## src/rtl/data_source.sv

```systemverilog
// AXI-Stream packet generator: emits a burst of fixed-length packets carrying an incrementing 32-bit sequence.
// Optional one-cycle inter-packet gap when DATA_SOURCE_INTER_PACKET_GAP_EN is defined.
module data_source #(
  parameter int unsigned STREAM_WIDTH     = 512,
  parameter int unsigned BEATS_PER_PACKET = 16
) (
  input  logic                    clk,
  input  logic                    resetn,
  input  logic                    start,
  input  logic [31:0]             packet_count,
  output logic                    busy,
  output logic                    done,
  output logic [STREAM_WIDTH-1:0] AXIS_TX_TDATA,
  output logic                    AXIS_TX_TVALID,
  output logic                    AXIS_TX_TLAST,
  input  logic                    AXIS_TX_TREADY
);

  localparam int unsigned LANES = STREAM_WIDTH / 32;
  localparam int unsigned BW    = (BEATS_PER_PACKET > 1) ? $clog2(BEATS_PER_PACKET) : 1;
  localparam logic [BW-1:0] LAST_BEAT = BW'(BEATS_PER_PACKET - 1);

`ifdef DATA_SOURCE_INTER_PACKET_GAP_EN
  typedef enum logic [1:0] {IDLE, SEND, GAP} state_e;
`else
  typedef enum logic {IDLE, SEND} state_e;
`endif

  state_e        state_q, state_d;
  logic [31:0]   seq_q, seq_d;
  logic [31:0]   pkts_q, pkts_d;
  logic [BW-1:0] beat_q, beat_d;
  logic          done_q, done_d;
  logic          valid_q, valid_d;
  logic          last_q, last_d;
  logic          busy_q, busy_d;

  always_comb begin
    state_d = state_q;
    seq_d   = seq_q;
    pkts_d  = pkts_q;
    beat_d  = beat_q;
    done_d  = 1'b0;
    case (state_q)
      IDLE: begin
        if (start) begin
          if (packet_count != '0) begin
            pkts_d  = packet_count;
            seq_d   = '0;
            beat_d  = '0;
            state_d = SEND;
          end else begin
            done_d = 1'b1;
          end
        end
      end
      SEND: begin
        if (AXIS_TX_TREADY) begin
          seq_d = seq_q + 32'd1;
          if (beat_q == LAST_BEAT) begin
            beat_d = '0;
            pkts_d = pkts_q - 32'd1;
            if (pkts_q == 32'd1) begin
              state_d = IDLE;
              done_d  = 1'b1;
            end else begin
`ifdef DATA_SOURCE_INTER_PACKET_GAP_EN
              state_d = GAP;
`else
              state_d = SEND;
`endif
            end
          end else begin
            beat_d = beat_q + BW'(1);
          end
        end
      end
`ifdef DATA_SOURCE_INTER_PACKET_GAP_EN
      GAP: state_d = SEND;
`endif
      default: state_d = IDLE;
    endcase
  end

  // Outputs are decoded from the next state so they leave the flops directly.
  always_comb begin
    valid_d = (state_d == SEND);
    last_d  = (state_d == SEND) && (beat_d == LAST_BEAT);
    busy_d  = (state_d != IDLE);
  end

  always_ff @(posedge clk) begin
    if (!resetn) begin
      state_q <= IDLE;
      seq_q   <= '0;
      pkts_q  <= '0;
      beat_q  <= '0;
      done_q  <= 1'b0;
      valid_q <= 1'b0;
      last_q  <= 1'b0;
      busy_q  <= 1'b0;
    end else begin
      state_q <= state_d;
      seq_q   <= seq_d;
      pkts_q  <= pkts_d;
      beat_q  <= beat_d;
      done_q  <= done_d;
      valid_q <= valid_d;
      last_q  <= last_d;
      busy_q  <= busy_d;
    end
  end

  always_comb begin
    AXIS_TX_TDATA = '0;
    if (valid_q) begin
      for (int unsigned i = 0; i < LANES; i++) begin
        AXIS_TX_TDATA[i*32 +: 32] = seq_q;
      end
    end
  end

  assign AXIS_TX_TVALID = valid_q;
  assign AXIS_TX_TLAST  = last_q;
  assign busy           = busy_q;
  assign done           = done_q;

endmodule

```

## config.mk

```make
export PLATFORM = sky130hd
export DESIGN_NAME = data_source
export DESIGN_NICKNAME = d
export VERILOG_FILES = /design/src/rtl/data_source.sv
export SDC_FILE = /design/constraint.sdc
export NUM_CORES = 1
export LEC_CHECK = 0
export ABC_AREA = 1
export BUFFER_PORTS_ARGS = -buffer_cell sky130_fd_sc_hd__buf_2
export CAP_MARGIN = 20
export CORE_AREA = 4 4 212 214
export DETAILED_ROUTE_END_ITERATION = 16
export DIE_AREA = 0 0 216 218
export SLEW_MARGIN = 10
export SYNTH_ARGS = -nofsm -noshare
export SYNTH_HDL_FRONTEND = slang
export SYNTH_SLANG_ARGS = --single-unit
```

## constraint.sdc

```tcl
create_clock -name clk -period 1.6 [get_ports clk]
set_input_delay 0.16 -clock clk [delete_from_list [all_inputs] [get_ports clk]]
set_output_delay 0.16 -clock clk [all_outputs]
set_load 0.02 [all_outputs]
```

# After elaboration in Yosys (flattened, before gate mapping)
# Index checks and enable logic that the tools add are counted.
dict set report totals {
  in_bits 36
  wordCells 48
  register_bits 71
}
dict set report classes {
  n_bitwise 1
  n_addsub 3
  eq_ne 7
  n_reduce_logical 4
  muxes 27
}
# op count
set ops {}
lappend ops {{$mux W512} 1}
lappend ops {{$mux W32} 7}
lappend ops {{$pmux W32 S2} 2}
lappend ops {{$add A32 B1 Y32 const B} 1}
lappend ops {{$eq A32 B1 Y1 const B} 1}
lappend ops {{$reduce_bool A32 Y1} 1}
lappend ops {{$sub A32 B1 Y32 const B} 1}
lappend ops {{$mux W4} 4}
lappend ops {{$mux W1} 10}
lappend ops {{$eq A4 B4 Y1 const B} 2}
lappend ops {{$pmux W4 S2} 1}
lappend ops {{$ne A2 B2 Y1 const B} 3}
lappend ops {{$add A4 B1 Y4 const B} 1}
lappend ops {{$pmux W1 S2} 2}
lappend ops {{$reduce_and A4 Y1} 1}
lappend ops {{$reduce_and A3 Y1} 1}
lappend ops {{$ne A2 B1 Y1 const B} 1}
lappend ops {{$logic_and A1 B1 Y1} 1}
lappend ops {{$not A1 Y1} 1}

# Depth between registers and ports, before layout
dict set report depth {
  ltp_word 6
  depth_mapped 12
  mapped_depth_nobuf 12
}

# Worst setup path before layout
# Ideal clock, no wire load.
dict set report synth_path {
  kind {reg-to-output}
  start {reg busy (netlist name)}
  end {out AXIS_TX_TDATA[127]}
  path_stages_with_launch 7
  setup_slack_ns -0.441
  arrival_time_ns 1.881
  n_path_buf 4
  path_cell_list {dfxtp_1 buf_2 buf_1 buf_1 nand2_1 inv_1 buf_4}
}
# item line
set synth_lines {}
lappend synth_lines {{end: declaration} 13} ;# output logic [STREAM_WIDTH-1:0] AXIS_TX_TDATA,

==> impl_metrics.sql <==
INSERT INTO impl_metrics (metric_group, metric, value, unit) VALUES
('outcome', 'outcome', 'finished, violations left', ''),
('outcome', 'violations', 'negative setup slack', ''),
('final_layout', 'final_common_cell', 'sky130_fd_sc_hd__buf_2', ''),
('global_routing', 'grt_pass1_vias', '6920', ''),
('cts', 'clock_tree.buffer_depth', '2', ''),
('global_routing', 'groute.usage.overall', '0.106', ''),
('global_routing', 'grt_overflow_total', '0', ''),
('floorplanning', 'die_w', '216', 'µm'),
('global_routing', 'antenna_found_initial', '0', ''),
('final_layout', 'areaGrowthSynthToFinish', '21.3', '%'),
('floorplanning', 'design.die.area', '0.0471', 'mm²'),
('detailed_routing', 'drc_errors', '0', ''),
('floorplanning', 'pin_count', '552', ''),
('yosys', 'ys.flop_type', 'sky130_fd_sc_hd__dfxtp_1', ''),
('timing', 'setup_repair_after_global_routing_missed_its_margin', 'true', ''),
('placed_design', 'post_dp_cell_area', '0.00964', 'mm²'),
('setup_path', 'critPathCaptureType', 'output pin', ''),
('final_layout', 'multi_input_area', '0.00352', 'mm²'),
('timing', 'transition_time_at_the_pin_with_the_least_slew_margin', '0.373', 'ns'),
('final_layout', 'layout-drive-gt1-share', '0.550', ''),
('power', 'power_per_unit_of_standard_cell_area', '506', 'mW/mm²'),
('detailed_routing', 'routed_wirelength', '28.9', 'mm'),
('global_routing', 'largest_net_degree_at_the_start_of_global_routing', '36', ''),
('flow_run', 'drv.max_cap_violation_count', '0', ''),
('power', 'vdd.ir_drop.worst', '0.482', 'mV'),
('floorplanning', 'initial_core_util', '0.207', ''),
('placed_design', 'finalWeightedCongestion', '0.859', ''),
('cts', 'cts_root_buf', 'sky130_fd_sc_hd__clkbuf_16', ''),
('cts', 'cts_sinks', '71', ''),
('detailed_routing', 'routedWlPerCell', '13.4', 'µm'),
('yosys', 'proportion_of_synthesized_flip_flops_having_asynchronous_set_or_reset', '0', ''),
('placed_design', 'io_buffer_count', '551', ''),
('final_layout', 'number_of_diodes', '0', ''),
('yosys', 'number_of_instances_in_the_synthesized_netlist', '1380', ''),
('final_layout', 'final_area', '0.0108', 'mm²'),
('cts', 'clk_pin_slew_worst_paths', '0.06', 'ns'),
('cts', 'cts_tree', 'yes', ''),
('floorplanning', 'placementRows', '76', ''),
('yosys', 'ys_ff_latch', '71', ''),
('final_layout', 'layoutNonFillerInstCount', '2162', ''),
('final_layout', 'num-fill-cells', '4785', ''),
('cts', 'cts-hold-fix-buffers', '0', ''),
('cts', 'clock_network_latency_to_the_later_pin_of_the_worst_skew_pair', '0.34', 'ns'),
('yosys', 'synthDistinctLibCells', '43', ''),
('global_routing', 'grt_pass1_wl', '40.4', 'mm'),
('timing', 'fmax', '0.590', 'GHz'),
('timing', 'final.period_utilization', '1.06', ''),
('final_layout', 'mostFrequentLayoutCells', 'sky130_fd_sc_hd__buf_2 (451), sky130_fd_sc_hd__nand2_1 (262), sky130_fd_sc_hd__buf_4 (194)', ''),
('timing', 'report.final.slew_viol_count', '0', ''),
('timing', 'layout_setup_ws', '-0.0955', 'ns'),
('setup_path', 'worst-path-max-fanout', '16', ''),
('placed_design', 'dp_cells', '2117', ''),
('timing', 'setup_violations', '336', ''),
('floorplanning', 'coreArea', '0.0429', 'mm²'),
('detailed_routing', 'num_vias', '8151', ''),
('power', 'leakagePower', '0.00598', 'µW'),
('cts', 'tritoncts.num_buffers', '9', ''),
('detailed_routing', 'antenna_violating_nets_post_route', '0', ''),
('yosys', 'synth.yosys.seq_area_share', '0.160', ''),
('hold_path', 'hold_path.class', 'primary input to register', ''),
('detailed_routing', 'detail_route.vias_per_cell', '3.77', ''),
('yosys', 'postSynthAreaPerCell', '6.43', 'µm²'),
('setup_path', 'worstRegToRegCells', '9', ''),
('setup_path', 'critPathRequiredTime', '1.44', 'ns'),
('yosys', 'yosysWarnings', '0', ''),
('setup_path', 'crit_path_start_kind', 'register', ''),
('timing', 'fin_crit_period', '1.70', 'ns'),
('timing', 'final-hold-violation-count', '0', ''),
('yosys', 'syn-num-nets', '1420', ''),
('timing', 'clock_skew', '0.00916', 'ns'),
('final_layout', 'sequential_cell_area', '0.00144', 'mm²');
-- metal layers --
layer,GRT usage,wire [µm],up-vias
li1,-,-,4183
met1,0.141,12500,3663
met2,0.190,14500,291
met3,0.0145,1750,14
met4,0.0128,168,0
met5,0,0,-
-- cell families (layout without fill, tap and decap cells) --
kind of cell | count (synthesis) | in the layout | share of synthesized area
adders and majority gates | 4 | 4 | 0.00564
buffers and inverters | 611 | 808 | 0.471
and+or+nand+nor | 581 | 581 | 0.281
AOI/OAI and AO/OA | 101 | 101 | 0.0702
xor gates and xnor gates | 12 | 12 | 0.0118
DFF | 71 | 71 | 0.160
-- critical path, stage by stage, from the launching register on --
cell,delay [ns]
sky130_fd_sc_hd__dfxtp_4,0.46
sky130_fd_sc_hd__buf_12,0.19
sky130_fd_sc_hd__nand2_1,0.10
sky130_fd_sc_hd__clkinvlp_4,0.10
sky130_fd_sc_hd__buf_12,0.14
sky130_fd_sc_hd__buf_2,0.19
-- where the power goes --
| group | internal, µW | leakage [µW] | switching, µW |
|---|---|---|---|
| clock network | 1090 | 0.000132 | 847 |
| logic | 617 | 0.00527 | 940 |
| registers | 1850 | 0.000582 | 108 |
| total | 3550 | 0.00598 | 1890 |
-- stage by stage --
stage / worst slack, ns / total power [µW] / TNS (ns) / utilization
after global placement: -0.123 / 3400 / -2.89 / 0.225
final: -0.0955 / 5450 / -14.54 / 0.251
after floorplan: -0.00371 / 2930 / -1.47 / -
after detailed placement: -0.106 / 3400 / -2.85 / 0.225
after global routing: -0.163 / 5760 / -52.44 / 0.251
after CTS: -0.102 / 5390 / -26.52 / 0.243
-- registers in the layout, summed over array words and instances (netlist names) --
register / cells
AXIS_TX_TLAST: 1
seq_q: 32
done: 1
beat_q: 4
pkts_q: 32
busy: 1
-- worst paths after layout --
kind	start	slack, ns	endpoint
max	busy$_SDFF_PN0_	-0.1	AXIS_TX_TDATA[243]
min	resetn	0.15	pkts_q[3]$_SDFFE_PN0P_
max reg2reg	busy$_SDFF_PN0_	-0.01	seq_q[22]$_SDFFE_PN0P_
min reg2reg	pkts_q[31]$_SDFFE_PN0P_	0.49	pkts_q[31]$_SDFFE_PN0P_
-- cells in the mapped netlist, types with 4 or more instances --
library cell | count | share of area
sky130_fd_sc_hd__dfxtp_1 | 71 | 0.16
sky130_fd_sc_hd__o21bai_1 | 9 | 0.0076
sky130_fd_sc_hd__buf_4 | 484 | 0.41
sky130_fd_sc_hd__nand4_1 | 19 | 0.013
sky130_fd_sc_hd__buf_2 | 9 | 0.0051
sky130_fd_sc_hd__a21oi_2 | 19 | 0.019
sky130_fd_sc_hd__inv_2 | 4 | 0.0017
sky130_fd_sc_hd__nand2_2 | 15 | 0.011
sky130_fd_sc_hd__nor2_2 | 9 | 0.0063
sky130_fd_sc_hd__ha_1 | 4 | 0.0056
sky130_fd_sc_hd__nor3_1 | 11 | 0.0062
sky130_fd_sc_hd__nor2_4 | 5 | 0.0063
sky130_fd_sc_hd__nand2_1 | 295 | 0.12
sky130_fd_sc_hd__o21ai_0 | 32 | 0.018
sky130_fd_sc_hd__clkbuf_1 | 5 | 0.0021
sky130_fd_sc_hd__buf_1 | 9 | 0.0038
sky130_fd_sc_hd__xor2_1 | 8 | 0.0079
sky130_fd_sc_hd__a21oi_1 | 31 | 0.017
sky130_fd_sc_hd__xnor2_1 | 4 | 0.0039
sky130_fd_sc_hd__nand3_1 | 58 | 0.033
sky130_fd_sc_hd__inv_1 | 94 | 0.040
sky130_fd_sc_hd__nor2_1 | 154 | 0.065
-- area by class of cell --
class,count,share of cell area
repair buffers,669,0.383
inverters,100,0.0466
flip-flops and latches,71,0.133
clock inverters,5,0.00314
repair inverters,23,0.0160
well taps,585,0.0680
clock buffers,11,0.0226
multi-input cells,698,0.328
-- what timing repair did --
| item | CTS | global route |
|---|---|---|
| buffers inserted | 2 | 3 |
| cloned | 21 | 3 |
| gates resized for setup | 126 | 105 |
| endpoints found under the setup margin | 523 | 577 |
| pin swaps | 0 | 9 |
(Power assumes the default switching activity.)
